<file path="config.mk">
export PLATFORM = sky130hd
export DESIGN_NAME = plot_arbiter
export DESIGN_NICKNAME = d
export VERILOG_FILES = /design/src/rtl/plot_pkg.sv /design/src/rtl/plot_raster_counter.sv /design/src/rtl/plot_arbiter.sv
export SDC_FILE = /design/constraint.sdc
export NUM_CORES = 1
export LEC_CHECK = 0
export BUFFER_PORTS_ARGS = -buffer_cell sky130_fd_sc_hd__buf_2
export CELL_PAD_IN_SITES_DETAIL_PLACEMENT = 0
export CELL_PAD_IN_SITES_GLOBAL_PLACEMENT = 2
export CORE_ASPECT_RATIO = 1.5
export CORE_UTILIZATION = 41
export DETAILED_ROUTE_END_ITERATION = 10
export PLACE_DENSITY = 0.87
export SLEW_MARGIN = 20
export SYNTH_ARGS = -nofsm -noshare
export SYNTH_HDL_FRONTEND = slang
export SYNTH_SLANG_ARGS = --single-unit
</file>
<file path="constraint.sdc">
create_clock -name clk -period 4.03 [get_ports clk]
set_input_delay 0 -clock clk [delete_from_list [all_inputs] [get_ports clk]]
set_output_delay 0 -clock clk [all_outputs]
set_load 0.05 [all_outputs]
</file>
<file path="src/rtl/plot_pkg.sv">
// Shared types and constants for the plot arbiter: FSM states, requester IDs,
// screen defaults and colour constants.
package plot_pkg;

    typedef enum logic [2:0] {
        S_IDLE  = 3'd0,
        S_LOAD  = 3'd1,
        S_DRAW  = 3'd2,
        S_SWEEP = 3'd3,
        S_DONE  = 3'd4
    } state_t;

    typedef enum logic [1:0] {
        REQ_CLR = 2'd0,
        REQ_PLY = 2'd1,
        REQ_CPU = 2'd2
    } req_id_t;

    localparam int SCREEN_W_DEF = 160;
    localparam int SCREEN_H_DEF = 120;

    localparam logic [2:0] BLACK = 3'b000;
    localparam logic [2:0] WHITE = 3'b111;

endpackage

</file>
<file path="src/rtl/plot_raster_counter.sv">
// 2-D raster counter, x fastest, with runtime extents. Used for sprite blocks
// and full-screen sweeps; last flags the final pixel of the raster.
module plot_raster_counter #(
    parameter int XW = 8,
    parameter int YW = 7
) (
    input  logic          clk,
    input  logic          resetn,
    input  logic          start,
    input  logic          advance,
    input  logic [XW-1:0] width,
    input  logic [YW-1:0] height,
    output logic [XW-1:0] cx,
    output logic [YW-1:0] cy,
    output logic          last
);

    logic [XW-1:0] cx_reg;
    logic [YW-1:0] cy_reg;
    logic          x_end;
    logic          y_end;

    assign x_end = (cx_reg == width - XW'(1));
    assign y_end = (cy_reg == height - YW'(1));

    always_ff @(posedge clk or negedge resetn) begin
        if (!resetn) begin
            cx_reg <= '0;
            cy_reg <= '0;
        end else if (start) begin
            cx_reg <= '0;
            cy_reg <= '0;
        end else if (advance) begin
            if (x_end) begin
                cx_reg <= '0;
                cy_reg <= y_end ? '0 : cy_reg + YW'(1);
            end else begin
                cx_reg <= cx_reg + XW'(1);
            end
        end
    end

    assign cx   = cx_reg;
    assign cy   = cy_reg;
    assign last = x_end && y_end;

endmodule

</file>
<file path="src/rtl/plot_arbiter.sv">
// Shares the VGA adapter pixel port between screen clear, player sprite and
// CPU sprite; rasterises the granted job one pixel per clock.
module plot_arbiter
    import plot_pkg::*;
#(
    parameter int SCREEN_W    = SCREEN_W_DEF,
    parameter int SCREEN_H    = SCREEN_H_DEF,
    parameter int SPRITE_SIZE = 4
) (
    input  logic       clk,
    input  logic       resetn,
    input  logic       clear_req,
    input  logic [2:0] clear_colour,
    input  logic       p_req,
    input  logic [7:0] p_x,
    input  logic [6:0] p_y,
    input  logic [2:0] p_colour,
    input  logic       c_req,
    input  logic [7:0] c_x,
    input  logic [6:0] c_y,
    input  logic [2:0] c_colour,
    output logic       clear_done,
    output logic       p_done,
    output logic       c_done,
    output logic       busy,
    output logic [7:0] x,
    output logic [6:0] y,
    output logic [2:0] colour,
    output logic       plot
);

    state_t     state_reg, state_next;
    req_id_t    win, gnt_reg;
    logic       grant;
    logic       rr_cpu_reg;
    logic [7:0] act_x_reg;
    logic [6:0] act_y_reg;
    logic [2:0] act_col_reg;

    logic [2:0] req_vec;
    logic [7:0] req_x   [3];
    logic [6:0] req_y   [3];
    logic [2:0] req_col [3];
    logic [2:0] pend;
    logic [7:0] pend_x  [3];
    logic [6:0] pend_y  [3];
    logic [2:0] pend_col[3];

    assign req_vec    = {c_req, p_req, clear_req};
    assign req_x[0]   = '0;
    assign req_x[1]   = p_x;
    assign req_x[2]   = c_x;
    assign req_y[0]   = '0;
    assign req_y[1]   = p_y;
    assign req_y[2]   = c_y;
    assign req_col[0] = clear_colour;
    assign req_col[1] = p_colour;
    assign req_col[2] = c_colour;

    // Clear always wins; between sprites, the one not served last goes first.
    always_comb begin
        win = REQ_CPU;
        if (pend[0])
            win = REQ_CLR;
        else if (pend[1] && (!pend[2] || !rr_cpu_reg))
            win = REQ_PLY;
    end

    assign grant = (state_reg == S_IDLE) && (|pend);

    for (genvar gi = 0; gi < 3; gi++) begin : g_req
        logic       flag_reg;
        logic [7:0] x_reg;
        logic [6:0] y_reg;
        logic [2:0] col_reg;
        logic       flush;

        // A fresh request in the same cycle survives both grant and clear flush.
        assign flush = (grant && (win == req_id_t'(2'(gi)))) ||
                       ((gi != 0) && (state_reg == S_LOAD) && (gnt_reg == REQ_CLR));

        always_ff @(posedge clk or negedge resetn) begin
            if (!resetn) begin
                flag_reg <= 1'b0;
                x_reg    <= '0;
                y_reg    <= '0;
                col_reg  <= BLACK;
            end else if (req_vec[gi]) begin
                flag_reg <= 1'b1;
                x_reg    <= req_x[gi];
                y_reg    <= req_y[gi];
                col_reg  <= req_col[gi];
            end else if (flush) begin
                flag_reg <= 1'b0;
            end
        end

        assign pend[gi]     = flag_reg;
        assign pend_x[gi]   = x_reg;
        assign pend_y[gi]   = y_reg;
        assign pend_col[gi] = col_reg;
    end

    // Operands are snapshotted at grant so a new request cannot alter the job in flight.
    always_ff @(posedge clk or negedge resetn) begin
        if (!resetn) begin
            gnt_reg     <= REQ_CLR;
            act_x_reg   <= '0;
            act_y_reg   <= '0;
            act_col_reg <= BLACK;
            rr_cpu_reg  <= 1'b0;
        end else if (grant) begin
            gnt_reg     <= win;
            act_x_reg   <= pend_x[win];
            act_y_reg   <= pend_y[win];
            act_col_reg <= pend_col[win];
            if (win == REQ_PLY)
                rr_cpu_reg <= 1'b1;
            else if (win == REQ_CPU)
                rr_cpu_reg <= 1'b0;
        end
    end

    logic [7:0] ext_w, cx;
    logic [6:0] ext_h, cy;
    logic       last;

    assign ext_w = (gnt_reg == REQ_CLR) ? 8'(SCREEN_W) : 8'(SPRITE_SIZE);
    assign ext_h = (gnt_reg == REQ_CLR) ? 7'(SCREEN_H) : 7'(SPRITE_SIZE);

    plot_raster_counter #(.XW(8), .YW(7)) u_raster (
        .clk     (clk),
        .resetn  (resetn),
        .start   (state_reg == S_LOAD),
        .advance ((state_reg == S_DRAW) || (state_reg == S_SWEEP)),
        .width   (ext_w),
        .height  (ext_h),
        .cx      (cx),
        .cy      (cy),
        .last    (last)
    );

    always_ff @(posedge clk or negedge resetn) begin
        if (!resetn) state_reg <= S_IDLE;
        else         state_reg <= state_next;
    end

    always_comb begin
        state_next = state_reg;
        case (state_reg)
            S_IDLE:  if (grant) state_next = S_LOAD;
            S_LOAD:  state_next = (gnt_reg == REQ_CLR) ? S_SWEEP : S_DRAW;
            S_DRAW,
            S_SWEEP: if (last) state_next = S_DONE;
            S_DONE:  state_next = S_IDLE;
            default: state_next = S_IDLE;
        endcase
    end

    logic [7:0] x_next, x_reg;
    logic [6:0] y_next, y_reg;
    logic [2:0] colour_next, colour_reg;
    logic [2:0] done_next, done_reg;
    logic       plot_next, plot_reg, busy_next, busy_reg;
    logic [8:0] sum_x;
    logic [7:0] sum_y;

    // Sums are one bit wider than the screen coordinates so clipping never wraps.
    always_comb begin
        x_next      = '0;
        y_next      = '0;
        colour_next = BLACK;
        plot_next   = 1'b0;
        done_next   = '0;
        busy_next   = (state_next != S_IDLE);
        sum_x       = {1'b0, act_x_reg} + {1'b0, cx};
        sum_y       = {1'b0, act_y_reg} + {1'b0, cy};
        case (state_reg)
            S_DRAW: begin
                x_next      = sum_x[7:0];
                y_next      = sum_y[6:0];
                colour_next = act_col_reg;
                plot_next   = (sum_x < 9'(SCREEN_W)) && (sum_y < 8'(SCREEN_H));
            end
            S_SWEEP: begin
                x_next      = cx;
                y_next      = cy;
                colour_next = act_col_reg;
                plot_next   = 1'b1;
            end
            S_DONE:  done_next = 3'b001 << gnt_reg;
            default: ;
        endcase
    end

    always_ff @(posedge clk or negedge resetn) begin
        if (!resetn) begin
            x_reg      <= '0;
            y_reg      <= '0;
            colour_reg <= BLACK;
            plot_reg   <= 1'b0;
            done_reg   <= '0;
            busy_reg   <= 1'b0;
        end else begin
            x_reg      <= x_next;
            y_reg      <= y_next;
            colour_reg <= colour_next;
            plot_reg   <= plot_next;
            done_reg   <= done_next;
            busy_reg   <= busy_next;
        end
    end

    assign x          = x_reg;
    assign y          = y_reg;
    assign colour     = colour_reg;
    assign plot       = plot_reg;
    assign busy       = busy_reg;
    assign clear_done = done_reg[0];
    assign p_done     = done_reg[1];
    assign c_done     = done_reg[2];

endmodule

</file>
==> flow_summary_export.csv, run 1 <==
group,metric,value,unit
grt,grt_max_degree,57,
worst_setup_path,worstSetupPathType,"reg -> reg",
route,num_vias,3755,
route,vias_per_cell,5.22,
worst_setup_path,r2r_end,"u_raster.cy[0]",
yosys,async_reset_ff_share,100,%
worst_setup_path,end_kind,"flop",
pwr,power-per-cell-area,336,nW/um^2
route,wire_per_inst,15.2,microns
place,place_hpwl,7.82,mm
die,die_h,138,microns
worst_setup_path,reg2reg_depth,5,
clocking,clock_latency,0.35,ns
sta,rsz0062_at_grt,"false",
worst_setup_path,critPathCapture,"u_raster.cy[0]",
route,drt_first_pass_iters,4,
layout,largest_reg_flops,16,
sta,setup-violations-final,0,
worst_setup_path,crit_fanout,24,
sta,finClkSkew,0.00562,ns
worst_setup_path,worstPathCellList,"clkinv_1, nor3_2, a21oi_2, nor3b_2, mux2_2",
clocking,cts_tree,"built",
route,drc,0,
pwr,p_leak,0.00305,uW
die,start_util,42.0,%
sta,fin_crit,2.79,ns
clocking,cts_buffer_depth,2,
pwr,pwr-share-comb,7.2,%
pwr,netSwitchingFraction,22.7,%
layout,layout-drive-gt1-share,24.9,%
sta,fmax,358,MHz
place,port_buffers,66,
route,ant_nets,0,
grt,grt_pass1_wl,18.4,mm
sta,worstMarginPinSlew,0.842,ns
worst_setup_path,startpoint,"state_reg[0]",
sta,max_slew_margin,43.9,%
min_path,hold_class,"in -> reg",
die,dieArea,12800,sq um
worst_setup_path,cpPeakStageDelay,0.89,ns
sta,min_period_over_period,69.3,%
yosys,synth_edf_count,0,
sta,finalHoldViolCount,0,
yosys,synth_top_area_share,51.5,%
sta,slew_violations,0,
yosys,syn-num-nets,518,
worst_setup_path,required,4.31,ns
worst_setup_path,critical_path.slowest_cell,"dfrtp_1",
yosys,syn_area,5050,sq um
worst_setup_path,arrival,3.08,ns
pwr,net-switching-power,477,uW
clocking,ctsRootBufferMaster,"clkbuf_16",
route,drt_iter0_markers,178,
grt,antenna_found_initial,0,
yosys,synth_cell_types,57,
yosys,ys_top_cells_by_area,"dfrtp_1 (52%), mux2_2 (8.9%), mux2i_1 (5.0%)",
clocking,numCtsBuffers,9,
clocking,cts.htree.levels,3,
outcome,status,"complete, no violations",
pwr,seq_power_share,52.7,%
grt,grt_pass1_vias,3808,
layout,fin_nets,624,
yosys,ys_seq_area_share,51.5,%
yosys,synth_top_cell_by_area,"dfrtp_1",
clocking,clk_pin_slew_worst_paths,0.07,ns
yosys,synth_seq_cells,104,
yosys,syn_area_per_cell,11.1,sq um
route,wl,10.9,mm
pwr,p_clk_share,40.1,%
yosys,syn_inst,455,
place,gp_congestion,0.769,
yosys,yosysWarnings,0,
layout,antenna_cells,0,
die,rows,49,
grt,track_usage,18.6,%
die,io_pins,67,
worst_setup_path,startpoint_type,"flop",
pwr,power,2100,uW
die,die_w,92.6,microns
layout,syn_to_final_growth,23.7,%
pwr,p_int,1620,uW
pwr,ir_drop,0.000293,V
worst_setup_path,r2r_setup_slack,1.24,ns
clocking,cts.sinks,104,
sta,final.setup.tns,0,ns
min_path,min-delay-start,"c_req",
die,core_area,12000,sq um
job,cap_viol_max_count,0,
worst_setup_path,crit-reg2reg-launch,"state_reg[0]",
grt,grt.overflow.total,0,
yosys,synthFlopType,"dfrtp_1",
## cell families (layout without fill, tap and decap cells)
| kind of cell | after synthesis | after routing | synth area share (%) |
|---|---|---|---|
| xor+xnor | 7 | 7 | 1.21 |
| mux | 65 | 65 | 13.9 |
| fa+ha+maj | 19 | 19 | 5.01 |
| compound gates | 93 | 93 | 12.4 |
| buf+inv | 29 | 140 | 2.50 |
| simple gates | 138 | 138 | 13.5 |
| flops | 104 | 104 | 51.5 |
## per-stage QoR
stage	util [%]	hold WS, ns	worst slack, ns	cells	cell area [sq um]
2_1_floorplan	-	-0.296	1.87	455	5050
6_report	52.0	0.150	1.24	719	6250
4_1_cts	52.0	0.150	1.25	719	6250
3_5_place_dp	45.9	0.0563	1.29	659	5520
3_3_place_gp	45.9	0.0429	1.41	659	5520
5_1_grt	52.0	0.163	1.04	719	6250
## synth_stat cells, types with 5 or more instances
master	instances
mux2i_1	25
nor2_1	34
a21oi_1	16
nand2_1	46
nand3_1	12
a21o_1	6
clkbuf_1	15
dfrtp_1	104
o21ai_0	28
nor3b_1	5
nand2b_1	6
nor3_1	7
a211oi_1	6
nand4_1	5
mux2_2	40
inv_1	9
ha_1	17
## critical path, delay by kind of cell, from the launching register on
kind / cells / cell delay, ns
buf+inv: 1 / 0.49
simple gates: 2 / 0.90
compound gates: 1 / 0.21
mux: 1 / 0.23
flops: 1 / 0.89
## power groups by stage
stage                     logic [uW]  clock network (uW)  registers, uW
after global placement           115                   0           1120
after CTS                        153                 866           1110
after detailed placement         119                   0           1130
after global routing             167                 913           1110
after floorplan                 59.8                   0           1130
final                            150                 841           1110
## worst min-delay path by stage
| stage | cells past startpoint | to | slack (ns) |
|---|---|---|---|
| finish | 2 | g_req[2].flag_reg | 0.15 |
| global route | 2 | g_req[2].flag_reg | 0.16 |
| CTS | 2 | g_req[2].flag_reg | 0.15 |
| detailed placement | 1 | y[4] | 0.06 |
| global placement | 1 | y[4] | 0.04 |
| floorplan | 0 | act_col_reg[0] | -0.30 |
## placed cells by master, fill, tap and decap left out, drive strengths merged, types with 5 or more instances in the layout
cell / n
dlygate4sd3: 44
nand2: 46
clkbuf: 10
nor3b: 6
nor2: 34
a21o: 6
mux2: 40
o21ai: 28
ha: 17
nand2b: 6
a21oi: 17
dfrtp: 104
mux2i: 25
buf: 70
nand4: 5
a211oi: 6
inv: 13
nor3: 8
nand3: 12
## per-layer routing
| layer | GRT usage [%] | part of all wire, % | wire, microns | vias up |
|---|---|---|---|---|
| met5 | 0 | 0 | 0 | - |
| met3 | 3.02 | 2.7 | 293 | 14 |
| met1 | 23.3 | 44 | 4800 | 1838 |
| li1 | - | - | - | 1851 |
| met4 | 7.47 | 1.9 | 211 | 0 |
| met2 | 31.8 | 51 | 5620 | 52 |
## timing repair
action,4_1_cts,5_1_grt
hold endpoints to repair,88,0
resized for setup,0,0
buffers inserted,0,0
hold buffers,44,0
## cell type report
class	instances	area, sq um
Clock buffer	10	239
Clock inverter	6	48.8
Fill cell	1125	5770
Inverter	10	37.5
Multi-Input combinational cell	322	2320
Sequential cell	104	2600
Tap cell	153	191
Timing Repair Buffer	114	803
(Power assumes the default switching activity.)
==> run 2: changes to the inputs <==
CORE_UTILIZATION = 38   (was 41)
PLACE_DENSITY = 0.82   (was 0.87)
clock period = 2.69 ns   (was 4.03 ns; I/O delays follow)
==> run 2 against run 1 <==
  * Critical path depth rose by 2
  * Routed wire length rose by 2.2%
  * Combinational power rose by 54%
  * Register-to-register slack got worse by 1.0 ns
  * Power rose by 54%
  * Sequential share of layout area fell by 0.49 points
  * First-iteration DRC count rose by 28%
  * Setup slack got worse by 1.0 ns
  * Utilization fell by 3.2 points
==> flow_summary_export.csv, run 2 (synthesis gave the netlist of run 1 again) <==
group,metric,value,unit
pwr,ir_drop,0.000351,V
route,wl_met1,4.92,mm
sta,final.setup.tns,0,ns
route,wl_met2,5.88,mm
layout,multiInputGateArea,2320,sq um
sta,max_slew_margin,37.9,%
layout,final_common_cell,"dfrtp_1",
layout,largest_reg_flops,16,
clocking,cts.htree.levels,3,
worst_setup_path,end_kind,"flop",
route,wire_per_inst,15.3,microns
clocking,clk_pin_slew_worst_paths,0.07,ns
sta,fmax,408,MHz
grt,grt_pass1_wl,18.8,mm
clocking,post_cts_buffers,0,
worst_setup_path,r2r_end,"plot",
clocking,cts.sinks,104,
worst_setup_path,startpoint_type,"flop",
worst_setup_path,critPathCapture,"plot",
sta,min_period_over_period,91.2,%
sta,setup-violations-final,0,
place,place_ws,0.259,ns
die,core_area,13000,sq um
layout,layout-drive-gt1-share,25.4,%
layout,syn_to_final_growth,25.2,%
worst_setup_path,startpoint,"u_raster.cx[0]",
route,top_layer,"met4",
grt,antenna_found_initial,0,
place,gp_congestion,0.781,
pwr,power-per-cell-area,511,nW/um^2
grt,track_usage,18.0,%
worst_setup_path,crit-reg2reg-launch,"u_raster.cx[0]",
grt,grt_max_degree,59,
route,wl_met3,230,microns
die,rows,51,
clocking,ctsRootBufferMaster,"clkbuf_16",
die,die_w,96.1,microns
sta,worst_slack,0.236,ns
layout,layout_common_cells,"dfrtp_1 (104), buf_2 (65), nand2_1 (46)",
place,place_hpwl,8.00,mm
layout,fin_cells,730,
route,vias_per_cell,5.14,
route,wl,11.2,mm
sta,fin_crit,2.45,ns
worst_setup_path,reg2reg_depth,7,
route,ant_nets,0,
route,num_vias,3753,
worst_setup_path,r2r_setup_slack,0.24,ns
layout,fillers,1219,
die,io_pins,67,
clocking,cts_resized,0,
layout,regArea,2600,sq um
sta,finClkSkew,0.00505,ns
worst_setup_path,worstSetupPathType,"reg -> reg",
clocking,cts_tree,"built",
route,drt_first_pass_iters,4,
place,port_buffers,66,
clocking,numCtsBuffers,9,
route,drc,0,
sta,rsz0062_at_grt,"false",
die,dieArea,13800,sq um
min_path,hold_class,"in -> reg",
die,start_util,39.0,%
sta,finalHoldViolCount,0,
worst_setup_path,required,2.92,ns
clocking,cts_hold_buf,44,
clocking,clock_latency,0.34,ns
layout,antenna_cells,0,
worst_setup_path,arrival,2.68,ns
place,dp_cells,670,
route,drt_iter0_markers,228,
grt,grt_pass1_vias,3835,
outcome,status,"complete, no violations",
clocking,cts_buffer_depth,2,
pwr,p_leak,0.00308,uW
place,dpl_cell_area,5580,sq um
job,cap_viol_max_count,0,
die,die_h,143,microns
sta,slew_violations,0,
worst_setup_path,crit_fanout,7,
grt,grt.overflow.total,0,
layout,stdcell_area,6320,sq um
layout,fin_nets,629,
sta,worstMarginPinSlew,0.926,ns
run 2: power by group:
| part | internal [uW] | switching, uW |
|---|---|---|
| Combinational | 137 | 94.4 |
| Sequential | 1630 | 29.4 |
| Clock | 739 | 607 |
run 2: worst min-delay path by stage:
stage                 from                end  slack, ns  depth (start not counted)
finish               c_req  g_req[2].flag_reg       0.16                          2
global route         c_req  g_req[2].flag_reg       0.18                          2
CTS                  c_req  g_req[2].flag_reg       0.16                          2
detailed placement  resetn     u_raster.cy[4]       0.14                          1
global placement    resetn     u_raster.cy[4]       0.13                          1
floorplan           resetn     act_col_reg[0]      -0.30                          0
run 2: cell type report:
class	instances	share of cell area [%]
inverter	10	0.594
timing repair buffer	119	13.5
multi-input combinational	322	36.8
tap	159	3.15
clock buffer	10	3.62
clock inverter	6	1.19
sequential	104	41.2
run 2: through the flow:
stage / hold slack [ns] / power (uW) / util, %
final: 0.162 / 3230 / 48.8
after global routing: 0.180 / 3370 / 48.8
after CTS: 0.159 / 3280 / 48.8
after detailed placement: 0.140 / 1870 / 43.0
after global placement: 0.128 / 1860 / 43.0
after floorplan: -0.296 / 1780 / -
run 2: routing by layer:
layer | vias to the layer above | global-route usage [%]
li1 | 1854 | -
met5 | - | 0
met4 | 0 | 5.81
met1 | 1826 | 22.4
met3 | 12 | 2.56
met2 | 61 | 31.5
run 2: worst max-delay path, stage by stage, from the launching register on:
cell	delay, ns
dfrtp_1	0.45
ha_1	0.25
fa_1	0.43
a211oi_1	0.38
nor2_1	0.12
o311a_1	0.37
a32oi_1	0.24
o41ai_1	0.09
==> run 3: changes to the inputs <==
BUFFER_PORTS_ARGS = -buffer_cell sky130_fd_sc_hd__clkbuf_2   (was -buffer_cell sky130_fd_sc_hd__buf_2)
==> run 3 against run 2 <==
  * Final cell count up 0.14%
  * Maximum frequency up 1.4%
  * Register-to-register slack better by 0.03 ns
  * Count of clock-buffer cells in the layout unchanged
  * Setup slack better by 0.035 ns
  * Routed wire length up 0.88%
  * Die area unchanged
  * Sequential power about the same
  * Critical path type unchanged
==> flow_summary_export.csv, run 3 (synthesis gave the netlist of run 1 again) <==
group,metric,value,unit
route,num_vias,3731,
clocking,cts_resized,0,
grt,antenna_found_initial,0,
route,drc,0,
clocking,clock_latency,0.35,ns
die,die_w,96.1,microns
pwr,p_int,2500,uW
clocking,post_cts_buffers,0,
pwr,netSwitchingFraction,22.7,%
worst_setup_path,required,2.93,ns
worst_setup_path,startpoint,"u_raster.cx[0]",
layout,layout-drive-gt1-share,25.5,%
layout,fin_nets,630,
clocking,cts.htree.levels,3,
sta,max_slew_margin,43.9,%
sta,finClkSkew,0.00861,ns
pwr,power-per-cell-area,512,nW/um^2
layout,layout_common_cells,"dfrtp_1 (104), clkbuf_2 (65), nand2_1 (46)",
route,drt_iter0_markers,164,
place,port_buffers,66,
sta,final.setup.tns,0,ns
grt,grt_pass1_wl,18.8,mm
grt,grt_pass1_vias,3841,
route,wl,11.3,mm
worst_setup_path,crit_fanout,7,
sta,fin_crit,2.42,ns
route,drt_first_pass_iters,4,
worst_setup_path,startpoint_type,"flop",
die,core_area,13000,sq um
worst_setup_path,crit-reg2reg-launch,"u_raster.cx[0]",
route,vias_per_cell,5.10,
pwr,ir_drop,0.000427,V
clocking,ctsRootBufferMaster,"clkbuf_16",
worst_setup_path,r2r_end,"plot",
clocking,clk_pin_slew_worst_paths,0.07,ns
layout,fillers,1194,
sta,min_period_over_period,89.9,%
grt,grt.overflow.total,0,
worst_setup_path,cpPeakStageDelay,0.45,ns
clocking,cts.sinks,104,
layout,final_common_cell,"dfrtp_1",
sta,fmax,413,MHz
layout,regArea,2600,sq um
sta,slew_violations,0,
pwr,pwr-share-comb,7.2,%
pwr,p_clk_share,41.5,%
pwr,power,3230,uW
worst_setup_path,end_kind,"flop",
die,start_util,39.0,%
min_path,hold_class,"in -> async",
place,gp_congestion,0.764,
grt,grt_max_degree,47,
sta,rsz0062_at_grt,"false",
die,rows,51,
layout,utilization,48.7,%
sta,worstMarginPinSlew,0.836,ns
layout,largest_reg_flops,16,
die,die_h,143,microns
pwr,p_leak,0.00308,uW
layout,multiInputGateArea,2320,sq um
worst_setup_path,critical_path.slowest_cell,"dfrtp_1",
pwr,seq_power_share,51.2,%
job,cap_viol_max_count,0,
layout,antenna_cells,0,
clocking,cts_buffer_depth,2,
outcome,status,"complete, no violations",
worst_setup_path,worstSetupPathType,"reg -> reg",
worst_setup_path,critPathCapture,"plot",
worst_setup_path,arrival,2.66,ns
pwr,net-switching-power,733,uW
route,wire_per_inst,15.4,microns
sta,setup-violations-final,0,
clocking,numCtsBuffers,9,
die,io_pins,67,
clocking,cts_tree,"built",
sta,finalHoldViolCount,0,
worst_setup_path,worstPathCellList,"ha_1, fa_1, a211oi_1, nor2_1, o311a_1, a32oi_1, o41ai_1",
grt,track_usage,18.0,%
route,ant_nets,0,
place,place_hpwl,8.08,mm
layout,syn_to_final_growth,25.1,%
worst_setup_path,r2r_setup_slack,0.27,ns
die,dieArea,13800,sq um
worst_setup_path,reg2reg_depth,7,
[run 3: power by group through the flow]
stage | registers [uW] | logic, uW | clock network, uW
2_1_floorplan | 1690 | 89.6 | 0
3_3_place_gp | 1680 | 179 | 0
3_5_place_dp | 1690 | 184 | 0
4_1_cts | 1660 | 237 | 1380
5_1_grt | 1660 | 259 | 1440
6_report | 1660 | 233 | 1340
[run 3: timing repair]
item / CTS / global route
setup endpoints to repair: 0 / 0
hold buffers: 44 / 0
endpoints found under the hold margin: 83 / 0
[run 3: metal layers]
| metal | routed length [microns] | track usage, % | vias to the layer above |
|---|---|---|---|
| li1 | - | - | 1858 |
| met1 | 5010 | 22.7 | 1803 |
| met2 | 5790 | 30.4 | 54 |
| met3 | 269 | 3.09 | 16 |
| met4 | 198 | 6.44 | 0 |
| met5 | 0 | 0 | - |
[run 3: how the worst min path moves through the flow]
stage	startpoint	endpoint	cells past startpoint
3_5_place_dp	resetn	y[4]	1
2_1_floorplan	resetn	act_col_reg[0]	0
5_1_grt	resetn	g_req[2].y_reg[4]	2
3_3_place_gp	resetn	y[4]	1
4_1_cts	resetn	g_req[1].y_reg[0]	2
6_report	resetn	g_req[1].y_reg[0]	2
[run 3: area by class of cell]
class | count | area share (%)
clock inverter | 6 | 1.17
clock buffer | 10 | 3.63
sequential | 104 | 41.2
inverter | 10 | 0.595
tap | 159 | 3.15
multi-input combinational | 322 | 36.8
timing repair buffer | 120 | 13.4
[run 3: worst max-delay path, delay by kind of cell, from the launching register on]
kind / cells / cell delay [ns]
adder cells (fa/ha/maj): 2 / 0.69
AND/OR/NAND/NOR: 1 / 0.11
flip-flops: 1 / 0.45
AO/OA/AOI/OAI: 4 / 1.08
[run 3: stage by stage]
stage	worst slack, ns	area [sq um]	hold slack (ns)	cells
3_3_place_gp	0.310	5570	0.0443	671
6_report	0.271	6310	0.201	731
3_5_place_dp	0.280	5570	0.0630	671
5_1_grt	0.131	6310	0.265	731
4_1_cts	0.261	6310	0.232	731
2_1_floorplan	0.531	5050	-0.296	455
